--- src/rtl/jtcop_mcu_pkg.sv ---
// Shared constants for the MCU mailbox: MCU port-2 control bit positions,
// edge-detector lane map and IRQ FSM encoding.
package jtcop_mcu_pkg;

  localparam int P2_IRQ   = 2;
  localparam int P2_RD_LO = 4;
  localparam int P2_RD_HI = 5;
  localparam int P2_WR_LO = 6;
  localparam int P2_WR_HI = 7;

  // Edge-detector lanes: the first NUM_P2 follow p2_in on cen, the rest follow the main bus every clk
  localparam int L_IRQ    = 0;
  localparam int L_RD_LO  = 1;
  localparam int L_RD_HI  = 2;
  localparam int L_WR_LO  = 3;
  localparam int L_WR_HI  = 4;
  localparam int L_SEC_WR = 5;
  localparam int L_SEC_RD = 6;
  localparam int NUM_P2   = 5;
  localparam int NUM_LANES = 7;

  localparam logic [1:0] ST_IDLE_ENC    = 2'd0;
  localparam logic [1:0] ST_ASSERT_ENC  = 2'd1;
  localparam logic [1:0] ST_HOLDOFF_ENC = 2'd2;

  typedef enum logic [1:0] {
    ST_IDLE    = ST_IDLE_ENC,
    ST_ASSERT  = ST_ASSERT_ENC,
    ST_HOLDOFF = ST_HOLDOFF_ENC
  } irq_st_e;

endpackage

--- src/rtl/jtcop_mcu_mailbox_if.sv ---
// Main-CPU side of the mailbox: write/ack strobes, data words and the IRQ line.
interface jtcop_mcu_mailbox_if;
  logic        sec_wr;
  logic        sec_rd;
  logic [15:0] main_dout;
  logic [15:0] main_din;
  logic        sec2;

  modport master (output sec_wr, sec_rd, main_dout, input  main_din, sec2);
  modport slave  (input  sec_wr, sec_rd, main_dout, output main_din, sec2);
endinterface

--- src/rtl/jtcop_mcu_edge.sv ---
// Enable-qualified rise/fall detector. The first enabled sample after reset
// only primes the history, so levels held across reset never look like edges.
module jtcop_mcu_edge #(
  parameter logic RST_VAL = 1'b1
) (
  input  logic clk,
  input  logic rstn,
  input  logic cen,
  input  logic din,
  output logic rise,
  output logic fall
);
  logic last_q, last_d;
  logic armed_q, armed_d;

  always_comb begin
    last_d  = cen ? din : last_q;
    armed_d = armed_q | cen;
  end

  always_ff @(posedge clk or negedge rstn) begin
    if (!rstn) begin
      last_q  <= RST_VAL;
      armed_q <= 1'b0;
    end else begin
      last_q  <= last_d;
      armed_q <= armed_d;
    end
  end

  assign rise = cen & armed_q &  din & ~last_q;
  assign fall = cen & armed_q & ~din &  last_q;
endmodule

--- src/rtl/jtcop_mcu_mailbox.sv ---
// Main CPU <-> MCU mailbox: 16-bit word down to the MCU over port 0, 16-bit
// reply up to the main CPU, and a rate-limited IRQ (sec2) toward the main CPU.
module jtcop_mcu_mailbox
  import jtcop_mcu_pkg::*;
(
  input  logic                 clk,
  input  logic                 rstn,
  input  logic                 cen,
  jtcop_mcu_mailbox_if.slave   mb,
  input  logic [7:0]           p0_in,
  output logic [7:0]           p0_out,
  input  logic [7:0]           p2_in,
  output logic                 int0n,
  output logic                 ovr
);
  logic [NUM_LANES-1:0] ln_in, ln_cen, ln_rise, ln_fall;

  assign ln_in  = {mb.sec_rd, mb.sec_wr, p2_in[P2_WR_HI], p2_in[P2_WR_LO],
                   p2_in[P2_RD_HI], p2_in[P2_RD_LO], p2_in[P2_IRQ]};
  assign ln_cen = {2'b11, {NUM_P2{cen}}};

  for (genvar i = 0; i < NUM_LANES; i++) begin : g_edge
    jtcop_mcu_edge #(.RST_VAL(i < NUM_P2 ? 1'b1 : 1'b0)) u_edge (
      .clk  (clk),
      .rstn (rstn),
      .cen  (ln_cen[i]),
      .din  (ln_in[i]),
      .rise (ln_rise[i]),
      .fall (ln_fall[i])
    );
  end

  logic unused_ok;
  assign unused_ok = ^{ln_fall[L_IRQ], ln_fall[L_WR_LO], ln_fall[L_WR_HI],
                       ln_fall[L_SEC_WR], ln_fall[L_SEC_RD], p2_in[1:0], p2_in[3]};

  logic [15:0] rx_q, rx_d, main_din_q, main_din_d;
  logic [7:0]  tx_lo_q, tx_lo_d, p0_out_q, p0_out_d;
  logic        rx_full_q, rx_full_d, int0n_q, int0n_d, ovr_q, ovr_d;

  always_comb begin
    rx_d       = rx_q;
    rx_full_d  = rx_full_q;
    ovr_d      = ovr_q;
    p0_out_d   = p0_out_q;
    tx_lo_d    = tx_lo_q;
    main_din_d = main_din_q;
    if (ln_rise[L_RD_LO] | ln_rise[L_RD_HI]) p0_out_d = 8'hff;
    if (ln_fall[L_RD_LO]) p0_out_d = rx_q[7:0];
    if (ln_fall[L_RD_HI]) begin
      p0_out_d  = rx_q[15:8];
      rx_full_d = 1'b0;
    end
    // A new word beats a simultaneous hi read; the old word was still delivered, so no overrun
    if (ln_rise[L_SEC_WR]) begin
      rx_d      = mb.main_dout;
      rx_full_d = 1'b1;
      if (rx_full_q & ~ln_fall[L_RD_HI]) ovr_d = 1'b1;
    end
    if (ln_rise[L_WR_LO]) tx_lo_d = p0_in;
    if (ln_rise[L_WR_HI]) main_din_d = {p0_in, tx_lo_d};
    int0n_d = ~rx_full_d;
  end

  always_ff @(posedge clk or negedge rstn) begin
    if (!rstn) begin
      rx_q       <= 16'h0;
      rx_full_q  <= 1'b0;
      ovr_q      <= 1'b0;
      p0_out_q   <= 8'hff;
      tx_lo_q    <= 8'h0;
      main_din_q <= 16'h0;
      int0n_q    <= 1'b1;
    end else begin
      rx_q       <= rx_d;
      rx_full_q  <= rx_full_d;
      ovr_q      <= ovr_d;
      p0_out_q   <= p0_out_d;
      tx_lo_q    <= tx_lo_d;
      main_din_q <= main_din_d;
      int0n_q    <= int0n_d;
    end
  end

  irq_st_e st_q;
  logic    sec2_q, pend_q, cnt_q;
  logic    irq_rise, ack_rise;

  assign irq_rise = ln_rise[L_IRQ];
  assign ack_rise = ln_rise[L_SEC_RD];

  // sec2 stays low for two clk after an ack before a pending request may re-assert it
  always_ff @(posedge clk or negedge rstn) begin
    if (!rstn) begin
      st_q   <= ST_IDLE;
      sec2_q <= 1'b0;
      pend_q <= 1'b0;
      cnt_q  <= 1'b0;
    end else begin
      case (st_q)
        ST_IDLE: if (irq_rise) begin
          st_q   <= ST_ASSERT;
          sec2_q <= 1'b1;
          pend_q <= 1'b0;
        end
        ST_ASSERT: begin
          if (irq_rise) pend_q <= 1'b1;
          if (ack_rise) begin
            st_q   <= ST_HOLDOFF;
            sec2_q <= 1'b0;
            cnt_q  <= 1'b0;
          end
        end
        ST_HOLDOFF: begin
          if (!cnt_q) begin
            cnt_q <= 1'b1;
            if (irq_rise) pend_q <= 1'b1;
          end else if (pend_q | irq_rise) begin
            st_q   <= ST_ASSERT;
            sec2_q <= 1'b1;
            pend_q <= 1'b0;
          end else begin
            st_q <= ST_IDLE;
          end
        end
        default: begin
          st_q   <= ST_IDLE;
          sec2_q <= 1'b0;
        end
      endcase
    end
  end

  assign mb.main_din = main_din_q;
  assign mb.sec2     = sec2_q;
  assign p0_out      = p0_out_q;
  assign int0n       = int0n_q;
  assign ovr         = ovr_q;
endmodule

--- src/flat_wrapper.sv ---
// flat-port wrapper written by rule: the top's interface ports become plain ports
module jtcop_mcu_mailbox_flat import jtcop_mcu_pkg::*;
  (clk, rstn, cen, p0_in, p0_out, p2_in, int0n, ovr, mb_sec_wr, mb_sec_rd, mb_main_dout, mb_main_din, mb_sec2);
  jtcop_mcu_mailbox_if mb_i ();
  input  logic clk;
  input  logic rstn;
  input  logic cen;
  input  logic [7:0] p0_in;
  output logic [7:0] p0_out;
  input  logic [7:0] p2_in;
  output logic int0n;
  output logic ovr;
  input wire logic [$bits(mb_i.sec_wr)-1:0] mb_sec_wr;
  input wire logic [$bits(mb_i.sec_rd)-1:0] mb_sec_rd;
  input wire logic [$bits(mb_i.main_dout)-1:0] mb_main_dout;
  output wire logic [$bits(mb_i.main_din)-1:0] mb_main_din;
  output wire logic [$bits(mb_i.sec2)-1:0] mb_sec2;
  assign mb_i.sec_wr = mb_sec_wr;
  assign mb_i.sec_rd = mb_sec_rd;
  assign mb_i.main_dout = mb_main_dout;
  assign mb_main_din = mb_i.main_din;
  assign mb_sec2 = mb_i.sec2;
  jtcop_mcu_mailbox u_core (.clk(clk), .rstn(rstn), .cen(cen), .mb(mb_i), .p0_in(p0_in), .p0_out(p0_out), .p2_in(p2_in), .int0n(int0n), .ovr(ovr));
endmodule
--- config.mk ---
export PLATFORM = sky130hd
export DESIGN_NAME = jtcop_mcu_mailbox_flat
export DESIGN_NICKNAME = d
export VERILOG_FILES = /design/src/rtl/jtcop_mcu_pkg.sv /design/src/rtl/jtcop_mcu_mailbox_if.sv /design/src/rtl/jtcop_mcu_edge.sv /design/src/rtl/jtcop_mcu_mailbox.sv /design/src/flat_wrapper.sv
export SDC_FILE = /design/constraint.sdc
export NUM_CORES = 1
export LEC_CHECK = 0
export BUFFER_PORTS_ARGS = -buffer_cell sky130_fd_sc_hd__clkbuf_2
export CAP_MARGIN = 15
export CORE_MARGIN = 4
export CORE_UTILIZATION = 48
export DETAILED_ROUTE_END_ITERATION = 12
export GPL_TIMING_DRIVEN = 0
export PLACE_DENSITY = 0.79
export SLEW_MARGIN = 20
export SYNTH_ARGS = -nofsm -noshare
export SYNTH_HDL_FRONTEND = slang
export SYNTH_SLANG_ARGS = --single-unit
--- constraint.sdc ---
create_clock -name clk -period 1.55 [get_ports clk]
set_clock_uncertainty 0.2 [all_clocks]
set_input_delay 0.2325 -clock clk [delete_from_list [all_inputs] [get_ports clk]]
set_output_delay 0.2325 -clock clk [all_outputs]
set_load 0.005 [all_outputs]
==> flow_summary.rst <==
.. list-table::
   :header-rows: 1

   * - Metric
     - Value
   * - Power density normalized to cell area
     - 1400 nW/um^2
   * - Cell taking the most area after synthesis
     - sky130_fd_sc_hd__dfrtp_1
   * - Max-cap check violation count
     - 0
   * - Remaining Overflow, GRT
     - 0
   * - Hold/Removal Path Class
     - in -> async
   * - Hold Fails Final Rpt
     - 0
   * - GRT Total Usage
     - 17.8%
   * - Number of iterations in the first detailed-routing pass
     - 6
   * - Worst reg2reg setup slack
     - -0.14 ns
   * - Setup Total Neg Slack
     - -1.91 ns
   * - Clock buffer count from CTS
     - 9
   * - Number of violations reported at the end of detailed-routing iteration 0
     - 64
   * - Die boundary height
     - 84.6 microns
   * - Reg2reg start
     - u_core.g_edge[1].u_edge.last_q$_DFFE_PN1P_
   * - Fillcell total
     - 386
   * - CP arrival
     - 1.75 ns
   * - Syn. warnings
     - 0
   * - Via count of the first global-routing pass
     - 2094
   * - Clock insertion delay at the later pin of the skew report
     - 0.34 ns
   * - Maximum single-stage delay on the critical path
     - 0.55 ns
   * - Synth Cell Area
     - 2820 sq um
   * - # port buffers
     - 59
   * - Final routed wire length divided by cell count
     - 15.7 microns
   * - Synthesized net count
     - 236
   * - Final Instance Area
     - 4060 sq um
   * - Chain of cells forming the critical path
     - xor2_1, a22oi_1, nor2b_1, buf_6, mux2i_2
   * - Root buf cell
     - sky130_fd_sc_hd__clkbuf_8
   * - Startpoint kind of the worst setup timing path
     - flop
   * - Post-detailed-route via-to-cell ratio
     - 5.00
   * - Min cycle time layout
     - 1.69 ns
   * - Final Max Slew Viols
     - 0
   * - Vias after detailed routing
     - 1935
   * - Post-Syn Instances
     - 194
   * - Worst Setup Path Type
     - reg -> reg
   * - Number of antenna-violating nets in the routed design
     - 0
   * - Period Utilization, post-route
     - 109%
   * - Maximum clock path buffer count
     - 2
   * - Worst-path maximum fanout
     - 8
   * - Number of enable flip-flop cells after synthesis
     - 0
   * - Initial cell density of the core
     - 50.2%
   * - Most area-consuming cells after synthesis
     - sky130_fd_sc_hd__dfrtp_1, sky130_fd_sc_hd__mux2_2, sky130_fd_sc_hd__dfstp_2, sky130_fd_sc_hd__mux2i_1, sky130_fd_sc_hd__ha_1
   * - Clock slew seen by the registers of the worst setup and hold paths
     - 0.07 ns
   * - Number of nets in the finished design
     - 352
   * - FF+latch count, synth
     - 69
   * - Reg2reg end
     - u_core.p0_out[3]$_DFFE_PN1P_
   * - Weighted congestion reported at the end of routability-driven placement
     - 0.797
   * - Final HPWL DP
     - 3.71 mm
   * - Maximum achievable frequency
     - 0.592 GHz
   * - Clock sink count
     - 69
   * - CORE AREA
     - 5610 sq um
   * - Distinct cell type count after synthesis
     - 28
   * - Top_reg_cell synth
     - sky130_fd_sc_hd__dfrtp_1
   * - Standard cell with the maximum stage delay on the critical path
     - sky130_fd_sc_hd__dfstp_2
   * - Synth-to-Final Area Change
     - 44.0%
   * - Total I/O pin count
     - 64
   * - Maximum number of pins on one net before global-route repair
     - 44
   * - Overall die area
     - 7160 sq um
   * - Peak ir drop on the vdd network
     - 1010 uV
   * - Violated checks
     - setup timing
   * - Site row count
     - 27
   * - Outcome
     - finished, violations left
   * - Crit. End Element
     - flop
   * - DRC violations left
     - 0
   * - Worst R2R Path Depth
     - 5
   * - WL final
     - 6.08 mm
   * - Placement-stage cell area
     - 3260 sq um
   * - PnR worst setup slack
     - -0.139 ns
   * - Setup crit end
     - u_core.p0_out[3]$_DFFE_PN1P_
   * - Initial antenna violation count
     - 0
   * - Setup Viol. Count Final
     - 17
   * - Fraction of synthesized cell area taken by the top area cell type
     - 48.8%
   * - Leading cell type by number of instances after synthesis
     - sky130_fd_sc_hd__dfrtp_1
   * - Antenna diode instance count
     - 0
   * - Final core utilization
     - 72.4%
   * - Critical Path RT
     - 1.61 ns
   * - Clock tree from TritonCTS
     - built
   * - Worst slack, placed
     - -0.250 ns
   * - Launching element of the worst setup path
     - u_core.g_edge[1].u_edge.last_q$_DFFE_PN1P_
   * - Leakage power figure
     - 1.93 nW
   * - Ratio of cells with drive above 1 in the final layout
     - 55.2%
   * - Leading post-synthesis cells by instance count
     - sky130_fd_sc_hd__dfrtp_1, sky130_fd_sc_hd__mux2_2, sky130_fd_sc_hd__dfstp_2, sky130_fd_sc_hd__inv_1, sky130_fd_sc_hd__mux2i_1
   * - Overall die width
     - 84.6 microns
   * - Number of levels the H-tree was split into
     - 3
   * - Unrepaired setup endpoints after global routing
     - yes
   * - Avg Inst Size Synth
     - 14.5 sq um
   * - Post-synthesis async set-or-reset flop share
     - 100%
   * - Part of the Yosys area used for sequential elements
     - 61.9%
   * - Wire length of the first global-routing pass
     - 9.99 mm
[per-layer routing]
metal	share of wire (%)	track usage (%)	up-vias
met3	6.4	7.65	10
met2	51	29.2	60
li1	-	-	908
met4	1.1	4.75	0
met5	0	0	-
met1	42	21.6	957
[cells by family (layout without fill, tap and decap cells)]
group / Yosys count / after routing / synth area share [%]
flip-flops: 69 / 69 / 61.9
AO/OA/AOI/OAI: 20 / 20 / 4.35
buffers and inverters: 17 / 138 / 2.53
XOR/XNOR: 2 / 2 / 0.622
multiplexers: 55 / 55 / 21.8
AND/OR/NAND/NOR: 25 / 25 / 6.39
other: 1 / 1 / 0.133
adder cells (fa/ha/maj): 5 / 5 / 2.22
[sequential cells by signal, indices dropped and copies added (netlist names)]
| signal | flops |
|---|---|
| u_core.pend_q | 1 |
| u_core.ovr | 1 |
| u_core.mb.main_din | 16 |
| u_core.rx_q | 16 |
| u_core.g_edge.u_edge.last_q | 7 |
| u_core.tx_lo_q | 8 |
| u_core.int0n | 1 |
| u_core.cnt_q | 1 |
| u_core.st_q | 2 |
| u_core.p0_out | 8 |
| u_core.g_edge.u_edge.armed_q | 6 |
| u_core.mb.sec2 | 1 |
| u_core.rx_full_q | 1 |
[cells in the final DEF (no fill, tap or decap), drive strengths merged, types with 2 or more instances in the layout]
cell          n
clkbuf       70
nand3b        2
buf          17
dfstp        14
xor2          2
nand4b        4
o22ai         8
nor2          3
mux2i         9
bufinv        3
nor2b         4
or2           5
nand2         6
inv          12
clkinv        4
mux2         46
o21ai         4
dlygate4sd3  32
ha            5
a21oi         4
dfrtp        55
[critical path: cells and delay by family (launching register included)]
family                    cells  cell delay [ns]
and+or+nand+nor               1             0.17
xor gates and xnor gates      1             0.17
muxes                         1             0.22
AOI/OAI and AO/OA             1             0.12
DFF                           1             0.55
buffers and inverters         1             0.18
[per-stage QoR]
step	hold WS (ns)	power [mW]	instances
detailed placement	0.0133	3.61	326
finish	0.178	5.67	387
floorplan	-0.263	3.15	194
CTS	0.152	5.62	381
global placement	0.158	3.54	325
global route	0.202	6.00	387
[worst min path at each step]
stage | slack, ns | to | start | depth (start not counted)
after floorplan | -0.26 | u_core.cnt_q$_DFFE_PN0P_ | rstn | 0
after global placement | 0.16 | u_core.g_edge[5].u_edge.last_q$_DFF_PN0_ | mb_sec_wr | 1
after detailed placement | 0.01 | u_core.g_edge[4].u_edge.armed_q$_DFF_PN0_ | rstn | 1
after CTS | 0.15 | u_core.mb.sec2$_DFFE_PN0P_ | mb_sec_rd | 4
after global routing | 0.20 | u_core.tx_lo_q[5]$_DFF_PN0_ | rstn | 2
final | 0.18 | u_core.tx_lo_q[5]$_DFF_PN0_ | rstn | 2
[report_power, final]
| group | leakage, nW | switching (mW) | internal [mW] | total [mW] |
|---|---|---|---|---|
| registers | 0.784 | 0.229 | 2.23 | 2.46 |
| logic | 1.03 | 0.636 | 0.858 | 1.49 |
| clock network | 0.123 | 0.651 | 1.06 | 1.71 |
[what timing repair did]
action | in CTS | in global routing
hold endpoints to repair | 65 | 0
buffers inserted | 7 | 6
hold buffers | 32 | 0
gates resized for setup | 18 | 12
pin swaps | 5 | 3
cloned | 0 | 1
setup endpoints to repair | 38 | 29
[cell type report]
type / instances / area (sq um) / area share [%]
Clock buffer: 9 / 124 / 3.05
Sequential cell: 69 / 1740 / 43.0
Buffer: 5 / 45.0 / 1.11
Inverter: 12 / 45.0 / 1.11
Tap cell: 72 / 90.1 / 2.22
Timing Repair Buffer: 105 / 763 / 18.8
Clock inverter: 7 / 114 / 2.81
Multi-Input combinational cell: 108 / 1130 / 27.9
(Power assumes the default switching activity.)
